<file path="src/rtl/led_pwm_array.sv">
// N-channel LED brightness engine: per-channel sawtooth/triangle level stepping on a
// slow update tick, each level driving a registered, shadow-loaded PWM output.
module led_pwm_array #(
  parameter int CLK_FREQ = 12000000,
  parameter int TICK_HZ  = 100,
  parameter int N_CH     = 3,
  parameter int DW       = 8,
  parameter int PWM_DIV  = 1
) (
  input  logic               CLK,
  input  logic               RST,
  input  logic [1:0]         MODE,
  input  logic               CFG_WE,
  input  logic [3:0]         CFG_CH,
  input  logic [DW-1:0]      CFG_STEP,
  input  logic [DW-1:0]      CFG_LEVEL,
  output logic [N_CH-1:0]    LEDS,
  output logic               TICK,
  output logic [N_CH*DW-1:0] LEVELS
);

  localparam int TP = CLK_FREQ / TICK_HZ;
  localparam int TW = (TP > 1) ? $clog2(TP) : 1;
  localparam int PW = (PWM_DIV > 1) ? $clog2(PWM_DIV) : 1;
  localparam logic [DW-1:0] MAX = {DW{1'b1}};

  logic [TW-1:0] tick_cnt;
  logic [PW-1:0] presc;
  logic [DW-1:0] pwm_cnt;
  logic          presc_wrap;
  logic          pwm_wrap;
  logic          cfg_hit;

  logic [DW-1:0] level     [N_CH];
  logic [DW-1:0] step      [N_CH];
  logic [DW-1:0] duty      [N_CH];
  logic          dir_dn    [N_CH];
  logic [DW-1:0] level_nxt [N_CH];
  logic          dir_nxt   [N_CH];

  function automatic logic [DW-1:0] reset_level(input int i);
    return DW'((i * (1 << DW)) / N_CH);
  endfunction

  function automatic logic [DW-1:0] reset_step(input int i);
    return DW'(32'd1 << i);
  endfunction

  // Triangle step with saturation at both rails; returns {dir_down, level}.
  function automatic logic [DW:0] tri_next(input logic [DW-1:0] lvl,
                                           input logic [DW-1:0] stp,
                                           input logic          dn);
    logic [DW:0] sum;
    sum = {1'b0, lvl} + {1'b0, stp};
    if (!dn) begin
      if (sum >= {1'b0, MAX}) return {1'b1, MAX};
      return {1'b0, sum[DW-1:0]};
    end
    if (lvl <= stp) return {1'b0, {DW{1'b0}}};
    return {1'b1, lvl - stp};
  endfunction

  assign TICK       = (tick_cnt == TW'(TP - 1));
  assign presc_wrap = (presc == PW'(PWM_DIV - 1));
  assign pwm_wrap   = presc_wrap && (pwm_cnt == MAX);
  assign cfg_hit    = CFG_WE && ({1'b0, CFG_CH} < 5'(N_CH));

  always_comb begin
    for (int i = 0; i < N_CH; i++) begin
      level_nxt[i] = level[i];
      dir_nxt[i]   = dir_dn[i];
      if (TICK) begin
        case (MODE)
          2'b01:   level_nxt[i] = level[i] + step[i];
          2'b10:   {dir_nxt[i], level_nxt[i]} = tri_next(level[i], step[i], dir_dn[i]);
          default: ;
        endcase
      end
    end
  end

  always_comb begin
    LEVELS = '0;
    for (int i = 0; i < N_CH; i++) LEVELS[i*DW +: DW] = level[i];
  end

  always_ff @(posedge CLK) begin
    if (RST) begin
      tick_cnt <= '0;
      presc    <= '0;
      pwm_cnt  <= '0;
      LEDS     <= '0;
      for (int i = 0; i < N_CH; i++) begin
        level[i]  <= reset_level(i);
        step[i]   <= reset_step(i);
        duty[i]   <= '0;
        dir_dn[i] <= 1'b0;
      end
    end else begin
      tick_cnt <= TICK ? '0 : tick_cnt + 1'b1;
      presc    <= presc_wrap ? '0 : presc + 1'b1;
      if (presc_wrap) pwm_cnt <= pwm_cnt + 1'b1;
      for (int i = 0; i < N_CH; i++) begin
        // A config write wins over the tick update for its own channel only.
        if (cfg_hit && (CFG_CH == 4'(i))) begin
          level[i]  <= CFG_LEVEL;
          step[i]   <= CFG_STEP;
          dir_dn[i] <= 1'b0;
        end else begin
          level[i]  <= level_nxt[i];
          dir_dn[i] <= dir_nxt[i];
        end
        if (pwm_wrap) duty[i] <= level[i];
        LEDS[i] <= (pwm_cnt < duty[i]) && (MODE != 2'b11);
      end
    end
  end

endmodule

</file>
<file path="config.mk">
export PLATFORM = sky130hd
export DESIGN_NAME = led_pwm_array
export DESIGN_NICKNAME = d
export VERILOG_FILES = /design/src/rtl/led_pwm_array.sv
export SDC_FILE = /design/constraint.sdc
export NUM_CORES = 1
export LEC_CHECK = 0
export ABC_AREA = 1
export BUFFER_PORTS_ARGS = -buffer_cell sky130_fd_sc_hd__buf_2
export CORE_MARGIN = 2
export CORE_UTILIZATION = 40
export DETAILED_ROUTE_END_ITERATION = 10
export SYNTH_ARGS = -nofsm -noshare
export SYNTH_HDL_FRONTEND = slang
export SYNTH_SLANG_ARGS = --single-unit
</file>
<file path="constraint.sdc">
create_clock -name CLK -period 6.6 [get_ports CLK]
set_clock_uncertainty 0.1 [all_clocks]
set_input_delay 0.99 -clock CLK [delete_from_list [all_inputs] [get_ports CLK]]
set_output_delay 0.99 -clock CLK [all_outputs]
set_load 0.1 [all_outputs]
</file>
==> flow_metrics.py, run 1 <==
metrics = {
    "timing": {
        "max_freq_mhz": 317,
        "hold_viol": 0,
        "finalSetupViolations": 0,
        "period_needed_ns": 3.15,
        "worst_pin_slew_ns": 1.02,
        "tns_ns": 0,
        "slew_headroom": 0.318,
        "maxSlewViolCount": 0,
        "finalCritPeriodShare": 0.478,
        "rsz0062_at_grt": "false",
    },
    "global_routing": {
        "antenna_found_initial": 0,
        "use_met3": 0.0436,
        "grt_overflow": 0,
        "grtUsageTotal": 0.202,
        "grtUsageMet1": 0.286,
        "grt_pass1_vias": 6194,
        "grtUsageMet2": 0.313,
        "grt_pass1_wl_um": 32000,
        "grt_max_degree": 26,
        "grt-busiest-layer": "met2",
    },
    "hold_path": {
        "min_path_cells": 2,
        "hold_end": "tick_cnt[16]",
        "hold_class": "flop to flop",
        "min_from": "tick_cnt[16]",
    },
    "synth": {
        "synth_fa_ha_area_frac": 0.130,
        "netlist_instances": 1021,
        "synth_xor_area_frac": 0.0181,
        "yosys_warnings": 0,
        "ys.flop_type": "edfxtp_1",
        "syn_avg_cell_area_um2": 7.60,
        "yosysUniqueCellTypes": 50,
        "async_reset_ff_frac": 0,
        "synth_seq_cells": 104,
        "synth_top_family_by_area": "simple AND/OR/NAND/NOR gates",
        "synth.area.mux_share": 0,
        "synth_edf_count": 75,
        "synth_compound_area_frac": 0.104,
        "synthSimpleGateAreaFrac": 0.269,
        "syn_area_um2": 7760,
        "ys_seq_area_frac": 0.365,
    },
    "cells_and_area": {
        "fin_cells": 1330,
        "drive_gt1_frac": 0.104,
        "final_common_cell": "nand2_1",
        "diodes": 0,
        "fin_nets": 1167,
        "fill_cells": 1975,
        "final_area_um2": 8520,
        "final_cell_mix": "nand2_1, inv_1, nor2_1",
        "syn_to_final_growth_pct": 9.86,
    },
    "clock_network": {
        "clock_sinks": 104,
        "numCtsBuffers": 9,
        "clkLatencyLatePin_ns": 0.36,
        "cts_hold_buf": 0,
        "cts_setup_buffers": 0,
        "root_buffer": "clkbuf_16",
        "clkTransAtPathRegs_ns": 0.08,
        "cts_tree": "built",
        "ctsLongestPathBuffers": 2,
        "htreeDepth": 3,
        "ctsResizeCount": 0,
    },
    "place": {
        "place_inst": 1314,
        "dpl_cell_area_um2": 8230,
        "place_congestion": 0.948,
        "io_buffers": 52,
        "place_hpwl_um": 15800,
    },
    "die": {
        "io_pins": 53,
        "die_w_um": 143,
        "rows": 50,
        "core-area_um2": 18900,
        "dieArea_um2": 20500,
        "start_util": 0.411,
        "die_y_um": 143,
    },
    "setup_path": {
        "critPathMaxFanout": 25,
        "cpMaxStageDelayCell": "o31ai_1",
        "cp_cell_sequence": "buf_2, inv_1, nand2_1, inv_1, o31ai_1, nand2_1",
        "cp_data_arrival_time_ns": 3.09,
        "cp_num_buf_inv": 3,
        "critPathKind": "input pin to flop",
        "crit_family": "simple AND/OR/NAND/NOR gates",
        "r2r_slack_ns": 3.89,
        "crit_path_start_kind": "input pin",
        "r2r_start": "level[0][6]",
        "end_kind": "flop",
        "crit_required_ns": 6.53,
        "cp.depth": 6,
        "rr_worst_depth": 10,
        "max_stage_delay_ns": 0.60,
        "rr_endpoint": "level[0][2]",
    },
    "power": {
        "p_int_mw": 1.26,
        "leakage_nw": 4.24,
        "p_comb_frac": 0.385,
        "power.switching_uw": 933,
        "powerDensity_nw_per_um2": 257,
        "vdd_drop_max_v": 0.000146,
        "p_seq_frac": 0.374,
        "p_sw_frac": 0.426,
        "clockPowerShare": 0.241,
    },
    "outcome": {
        "status": "completed",
    },
    "drt": {
        "antenna_left": 0,
        "drcViolationCount": 0,
        "dr.pass1.iters": 6,
        "dr.first_iter.drc_count": 435,
        "route.vias.total": 6602,
        "vias_per_cell": 4.96,
        "wl_um": 19700,
        "wl_per_cell_um": 14.8,
    },
    "flow_run": {
        "cap_violations": 0,
    },
}
[cell type report]
cell class | instances | area (um^2) | share of cell area
multi-input combinational | 697 | 4060 | 0.476
sequential | 104 | 2830 | 0.332
inverter | 200 | 751 | 0.0881
tap | 260 | 325 | 0.0382
timing repair buffer | 53 | 268 | 0.0314
clock buffer | 10 | 229 | 0.0269
clock inverter | 6 | 60.1 | 0.00705
[cells in the mapped netlist (6+ instances only)]
cell type,number,share of area
inv_2,6,0.0029
buf_2,8,0.0052
a21oi_1,56,0.036
a31oi_1,9,0.0073
nand4_1,19,0.015
nand2_1,222,0.11
buf_4,7,0.0068
xor2_1,14,0.016
dfxtp_1,29,0.075
nand2_2,10,0.0081
nor3_1,14,0.0090
fa_1,6,0.015
o21bai_1,10,0.0097
inv_1,192,0.093
edfxtp_1,75,0.29
nand3_1,73,0.047
nor2_1,98,0.047
o21ai_0,32,0.021
ha_1,71,0.11
[power groups by stage]
stage / logic [mW] / registers (mW) / clock network, mW
floorplan: 0.502 / 0.981 / 0
global placement: 0.834 / 0.834 / 0
detailed placement: 0.834 / 0.834 / 0
CTS: 0.837 / 0.819 / 0.541
global route: 0.938 / 0.826 / 0.569
finish: 0.843 / 0.818 / 0.528
[through the flow]
step	hold WS (ns)	setup WS, ns	utilization	power (mW)
global placement	0.348	3.23	0.436	1.67
floorplan	0.334	3.34	-	1.48
finish	0.367	3.45	0.451	2.19
global route	0.383	3.30	0.451	2.33
detailed placement	0.348	3.15	0.436	1.67
CTS	0.365	3.44	0.451	2.20
[sequential cells by signal, indices dropped and copies added (netlist names)]
name	cells
tick_cnt	17
step	24
duty	24
level	24
presc	1
pwm_cnt	8
dir_dn	3
LEDS	3
[kinds of logic (layout without fill, tap and decap cells)]
group	Yosys count	count (layout)
AO/OA/AOI/OAI	135	135
XOR/XNOR	16	16
adder cells (fa/ha/maj)	77	77
buffers and inverters	221	269
flip-flops	104	104
other	2	3
AND/OR/NAND/NOR	466	466
[worst max-delay path by stage]
stage,startpoint,to
finish,MODE[0],level[1][0]
global route,MODE[0],level[1][0]
CTS,tick_cnt[0],TICK
detailed placement,MODE[0],level[0][2]
global placement,MODE[0],level[1][0]
floorplan,pwm_cnt[1],duty[0][0]
[per-layer routing]
metal	vias to the layer above	part of all wire
li1	3390	-
met1	3007	0.48
met2	183	0.44
met3	22	0.064
met4	0	0.016
met5	-	0
[worst register-to-register path, delay by kind of cell (launching register included)]
kind / cells / cell delay (ns)
adders and majority gates: 1 / 0.53
and+or+nand+nor: 5 / 0.81
DFF: 1 / 0.53
AOI/OAI and AO/OA: 2 / 0.24
buffers and inverters: 2 / 0.28
(Power assumes the default switching activity.)
==> inputs of run 2 (changes only) <==
ABC_AREA = 0   (was 1)
clock period = 2.7 ns   (was 6.6 ns; I/O delays follow)
==> run 2 against run 1 <==
- the run now ends with negative setup slack left
- core utilization rose by 9.1 points
- worst setup slack got worse by 3.6 ns
- register-to-register slack got worse by 4.0 ns
- total power rose to 3.4 times the previous value
- highest routed layer unchanged
- synthesized cell count fell by 21%
- sequential cell count did not move
- critical path type is now flop to flop
- die area fell by 4.0%
- first-iteration DRC count fell by 16%
- largest cell class unchanged
- combinational power rose to 4.9 times the previous value
==> flow_metrics.py, run 2 <==
metrics = {
    "drt": {
        "route.vias.total": 6520,
        "wl_um": 21500,
        "wl_per_cell_um": 17.9,
        "drcViolationCount": 0,
        "vias_per_cell": 5.42,
        "antenna_left": 0,
        "dr.first_iter.drc_count": 367,
        "dr.pass1.iters": 4,
    },
    "power": {
        "power.switching_mw": 3.15,
        "p_comb_frac": 0.551,
        "p_seq_frac": 0.274,
        "p_int_mw": 4.32,
        "leakage_nw": 4.14,
        "power.total_mw": 7.47,
        "vdd_drop_max_v": 0.000439,
        "p_sw_frac": 0.422,
        "powerDensity_nw_per_um2": 762,
        "clockPowerShare": 0.175,
    },
    "outcome": {
        "status": "finished, violations left",
        "violations": "negative setup slack",
    },
    "clock_network": {
        "htreeDepth": 3,
        "root_buffer": "clkbuf_16",
        "clock_sinks": 104,
        "ctsLongestPathBuffers": 2,
        "clkLatencyLatePin_ns": 0.35,
        "cts_tree": "built",
        "numCtsBuffers": 9,
        "clkTransAtPathRegs_ns": 0.07,
    },
    "setup_path": {
        "critPathMaxFanout": 6,
        "critPathKind": "flop to flop",
        "r2r_start": "level[0][4]",
        "crit_required_ns": 2.81,
        "rr_endpoint": "dir_dn[0]",
        "rr_worst_depth": 9,
        "cp_data_arrival_time_ns": 2.96,
        "end_kind": "flop",
        "crit_path_start_kind": "flop",
        "r2r_slack_ns": -0.15,
    },
    "timing": {
        "fin_ws_ns": -0.150,
        "hold_viol": 0,
        "tns_ns": -1.25,
        "finalSetupViolations": 15,
        "slew_headroom": 0.570,
        "maxSlewViolCount": 0,
        "rsz0062_at_grt": "true",
        "finalCritPeriodShare": 1.06,
        "max_freq_mhz": 351,
        "finalHoldWorstSlack_ns": 0.229,
        "period_needed_ns": 2.85,
        "worst_pin_slew_ns": 0.644,
    },
    "cells_and_area": {
        "syn_to_final_growth_pct": 31.7,
        "drive_gt1_frac": 0.324,
        "final_cell_mix": "buf_4, edfxtp_1, nor2_1",
        "regArea_um2": 2830,
        "fill_cells": 1641,
        "fin_cells": 1202,
        "reg.largest.list": "duty x24, level x24, step x24",
        "final_common_cell": "buf_4",
        "multi_input_area_um2": 4840,
        "fin_nets": 1070,
        "diodes": 0,
    },
    "synth": {
        "synth_edf_count": 75,
        "syn_avg_cell_area_um2": 9.27,
        "async_reset_ff_frac": 0,
        "ys.flop_type": "edfxtp_1",
        "post-synth-top-count-cell": "edfxtp_1",
        "yosysTopAreaCellShare": 0.303,
        "synth_area_leader_cell": "edfxtp_1",
        "yosysUniqueCellTypes": 74,
        "ys_seq_area_frac": 0.381,
        "yosys_warnings": 0,
        "netlist_instances": 802,
        "synth_seq_cells": 104,
        "syn_area_um2": 7440,
        "synth_commonest_cells": "edfxtp_1, nor2_1, ha_1, inv_1, a21oi_1",
        "synth.area.top_cells": "edfxtp_1, ha_1, dfxtp_1",
    },
    "die": {
        "start_util": 0.411,
        "die_w_um": 140,
        "core-area_um2": 18100,
        "die_y_um": 140,
        "io_pins": 53,
        "rows": 49,
        "dieArea_um2": 19700,
    },
    "place": {
        "place_inst": 1163,
        "io_buffers": 52,
        "place_hpwl_um": 16900,
        "place_congestion": 0.890,
    },
    "hold_path": {
        "hold_class": "input pin to flop",
        "min_path_cells": 2,
        "min_from": "CFG_STEP[2]",
        "hold_end": "step[0][18]",
    },
    "global_routing": {
        "grt_overflow": 0,
        "grt_pass1_wl_um": 32900,
        "antenna_found_initial": 0,
        "grt_max_degree": 19,
        "grt_pass1_vias": 6134,
        "grtUsageTotal": 0.215,
    },
    "flow_run": {
        "cap_violations": 0,
    },
}
[run 2: final cells by class]
class	instances	share of cell area
clock inverters	5	0.00472
clock buffers	11	0.0258
repair buffers	185	0.132
multi-input cells	603	0.494
flip-flops and latches	104	0.289
inverters	65	0.0252
well taps	229	0.0292
[run 2: worst max path at each step]
stage           startpoint           to  slack, ns  cells past startpoint
6_report       level[0][4]    dir_dn[0]      -0.15                      9
5_1_grt         step[0][8]  level[1][1]      -0.28                      8
4_1_cts         step[0][8]  level[1][1]      -0.14                      8
3_5_place_dp   level[0][0]  level[0][6]      -0.23                      9
3_3_place_gp   level[0][0]  level[0][1]      -0.13                     10
2_1_floorplan  level[1][0]  level[1][1]      -0.71                      9
[run 2: power by group through the flow]
| stage | Combinational (mW) | Clock [mW] | Sequential [mW] |
|---|---|---|---|
| after detailed placement | 3.61 | 0 | 2.07 |
| after global routing | 4.41 | 1.40 | 2.05 |
| after global placement | 3.61 | 0 | 2.06 |
| after floorplan | 1.80 | 0 | 2.69 |
| final | 4.12 | 1.31 | 2.04 |
| after CTS | 3.86 | 1.34 | 2.03 |
[run 2: layer usage]
metal	track usage	wire length (um)	up-vias
met1	0.296	9840	3093
met4	0.0585	437	0
met5	0	0	-
met2	0.346	9990	189
met3	0.0414	1210	35
li1	-	-	3203
[run 2: metrics by stage]
step	setup WS, ns	util	area, um^2
6_report	-0.150	0.542	9800
5_1_grt	-0.284	0.542	9800
4_1_cts	-0.141	0.524	9470
3_5_place_dp	-0.230	0.491	8880
3_3_place_gp	-0.126	0.491	8880
2_1_floorplan	-0.709	-	7650
[run 2: repair_timing]
| item | CTS | global route |
|---|---|---|
| pin swaps | 36 | 35 |
| resized for setup | 39 | 54 |
| setup buffers | 14 | 9 |
| hold buffers | 0 | 0 |
| endpoints found under the setup margin | 22 | 27 |
[run 2: logic make-up (layout without fill, tap and decap cells)]
logic type               Yosys count  after routing  synth area share
buffers and inverters             96            266            0.0503
other                              2              3           0.00101
XOR/XNOR                          47             47            0.0553
multiplexers                       3              3           0.00404
flip-flops                       104            104             0.381
adder cells (fa/ha/maj)           77             77             0.136
AO/OA/AOI/OAI                    187            187             0.170
AND/OR/NAND/NOR                  286            286             0.203
[run 2: critical path, cell delays in order, from the launching register on]
cell,delay (ns)
edfxtp_1,0.48
ha_4,0.32
nor3_4,0.19
o21ai_2,0.12
a2111oi_2,0.37
and3b_2,0.28
buf_4,0.14
o41a_1,0.43
a21o_1,0.18
a21oi_2,0.11
==> inputs of run 3 (changes only) <==
CTS_BUF_LIST = sky130_fd_sc_hd__clkbuf_16   (was not set)
PLACE_DENSITY_LB_ADDON = 0.2   (was not set)
==> run 3 against run 2 <==
- fmax decreased by 2.9%
- count of clock-buffer cells in the layout decreased by 1
- the run still ends with negative setup slack left
- total power increased by 0.67%
- die area unchanged
- highest routed layer unchanged
- sequential cell count unchanged
- routed wire length increased by 3.3%
- largest cell class unchanged
- via count increased by 2.2%
==> flow_metrics.py, run 3 (synthesis gave the netlist of run 2 again) <==
metrics = {
    "outcome": {
        "status": "finished, violations left",
        "violations": "negative setup slack",
    },
    "timing": {
        "rsz0062_at_grt": "true",
        "finalSetupViolations": 13,
        "finalHoldWorstSlack_ns": 0.218,
        "maxSlewViolCount": 0,
        "fin_ws_ns": -0.235,
        "tns_ns": -1.10,
        "slew_headroom": 0.575,
        "period_needed_ns": 2.94,
        "hold_viol": 0,
        "finalCritPeriodShare": 1.09,
        "worst_pin_slew_ns": 0.638,
        "max_freq_mhz": 341,
    },
    "power": {
        "power.total_mw": 7.52,
        "powerDensity_nw_per_um2": 768,
        "vdd_drop_max_v": 0.000490,
        "leakage_nw": 4.15,
    },
    "global_routing": {
        "grt_max_degree": 25,
        "grtUsageTotal": 0.222,
        "grt_pass1_wl_um": 34100,
        "grt_pass1_vias": 6281,
        "antenna_found_initial": 0,
        "grt_overflow": 0,
    },
    "cells_and_area": {
        "fill_cells": 1658,
        "syn_to_final_growth_pct": 31.6,
        "fin_nets": 1075,
        "drive_gt1_frac": 0.314,
        "final_util": 0.541,
        "final_area_um2": 9790,
        "reg.largest.list": "duty x24, level x24, step x24",
        "final_cell_mix": "buf_4, edfxtp_1, nor2_1",
        "diodes": 0,
        "final_common_cell": "buf_4",
    },
    "die": {
        "core-area_um2": 18100,
        "dieArea_um2": 19700,
        "start_util": 0.411,
        "io_pins": 53,
        "die_w_um": 140,
        "die_y_um": 140,
        "rows": 49,
    },
    "hold_path": {
        "hold_class": "input pin to flop",
        "min_from": "CFG_STEP[2]",
    },
    "setup_path": {
        "crit_path_start_kind": "flop",
        "crit_path_end": "level[1][1]",
        "cp_cell_sequence": "ha_2, fa_2, nand2b_4, a21oi_2, xnor2_1, or3_1, o41a_1, or3_4, a311oi_2",
        "r2r_start": "level[1][0]",
        "max_stage_delay_ns": 0.42,
        "critPathKind": "flop to flop",
        "cp_data_arrival_time_ns": 3.01,
        "cpMaxStageDelayCell": "edfxtp_1",
        "rr_worst_depth": 9,
        "end_kind": "flop",
        "critPathMaxFanout": 3,
        "r2r_slack_ns": -0.24,
        "crit_required_ns": 2.78,
        "worstSetupStartpoint": "level[1][0]",
        "rr_endpoint": "level[1][1]",
    },
    "drt": {
        "dr.pass1.iters": 5,
        "antenna_left": 0,
        "dr.first_iter.drc_count": 460,
        "drcViolationCount": 0,
        "vias_per_cell": 5.52,
        "wl_um": 22200,
        "wl_per_cell_um": 18.4,
        "route.vias.total": 6662,
    },
    "place": {
        "place_congestion": 0.880,
        "io_buffers": 52,
        "dpl_cell_area_um2": 8900,
        "place_hpwl_um": 16700,
    },
    "clock_network": {
        "cts_tree": "built",
        "clock_sinks": 104,
        "htreeDepth": 3,
        "cts_hold_buf": 0,
        "clkLatencyLatePin_ns": 0.36,
        "ctsLongestPathBuffers": 2,
        "root_buffer": "clkbuf_16",
        "clkTransAtPathRegs_ns": 0.08,
        "numCtsBuffers": 9,
    },
    "flow_run": {
        "cap_violations": 0,
    },
}
[run 3: cell types whose count changed in the layout (fill, tap and decap cells not counted), moves of 3 or more]
cell / before / now
buf_4: 129 / 133
o21ai_1: 6 / 10
a2111oi_1: 0 / 3
a2111oi_2: 3 / 0
[run 3: metrics by stage]
step,instances,setup slack [ns]
2_1_floorplan,803,-0.709
3_5_place_dp,1165,-0.236
4_1_cts,1196,-0.227
3_3_place_gp,1165,-0.269
5_1_grt,1207,-0.333
6_report,1207,-0.235
[run 3: layout make-up]
type,instances,area (um^2),share of cell area
tap,229,287,0.0293
clock buffer,10,250,0.0256
inverter,65,246,0.0252
sequential,104,2830,0.289
timing repair buffer,190,1330,0.136
multi-input combinational,603,4780,0.488
clock inverter,6,65.1,0.00665
[run 3: report_power, final]
part / switching [mW] / internal [mW]
Clock: 0.686 / 0.713
Sequential: 0.157 / 1.89
Combinational: 2.37 / 1.71
[run 3: metal layers]
| metal | up-vias | track usage | wire length, um | share of wire |
|---|---|---|---|---|
| li1 | 3225 | - | - | - |
| met1 | 3197 | 0.297 | 9910 | 0.45 |
| met2 | 202 | 0.373 | 10600 | 0.48 |
| met3 | 38 | 0.0291 | 1050 | 0.047 |
| met4 | 0 | 0.0766 | 650 | 0.029 |
| met5 | - | 0 | 0 | 0 |
[run 3: worst min-delay path by stage]
stage,cells past startpoint,endpoint,slack (ns)
floorplan,1,tick_cnt[0],0.33
CTS,2,step[0][18],0.21
finish,2,step[0][18],0.22
detailed placement,1,tick_cnt[0],0.35
global placement,1,tick_cnt[0],0.34
global route,2,step[0][18],0.24
[run 3: worst max-delay path, delay by kind of cell, from the launching register on]
| family | cells | cell delay (ns) |
|---|---|---|
| and+or+nand+nor | 3 | 0.84 |
| DFF | 1 | 0.42 |
| AOI/OAI and AO/OA | 3 | 0.65 |
| xor gates and xnor gates | 1 | 0.14 |
| adders and majority gates | 2 | 0.61 |
[run 3: timing repair]
item | 4_1_cts | 5_1_grt
endpoints found under the hold margin | 0 | 0
setup buffers | 16 | 12
gates cloned | 0 | 0
pin swaps | 33 | 29
resized for setup | 39 | 47
setup endpoints to repair | 21 | 26
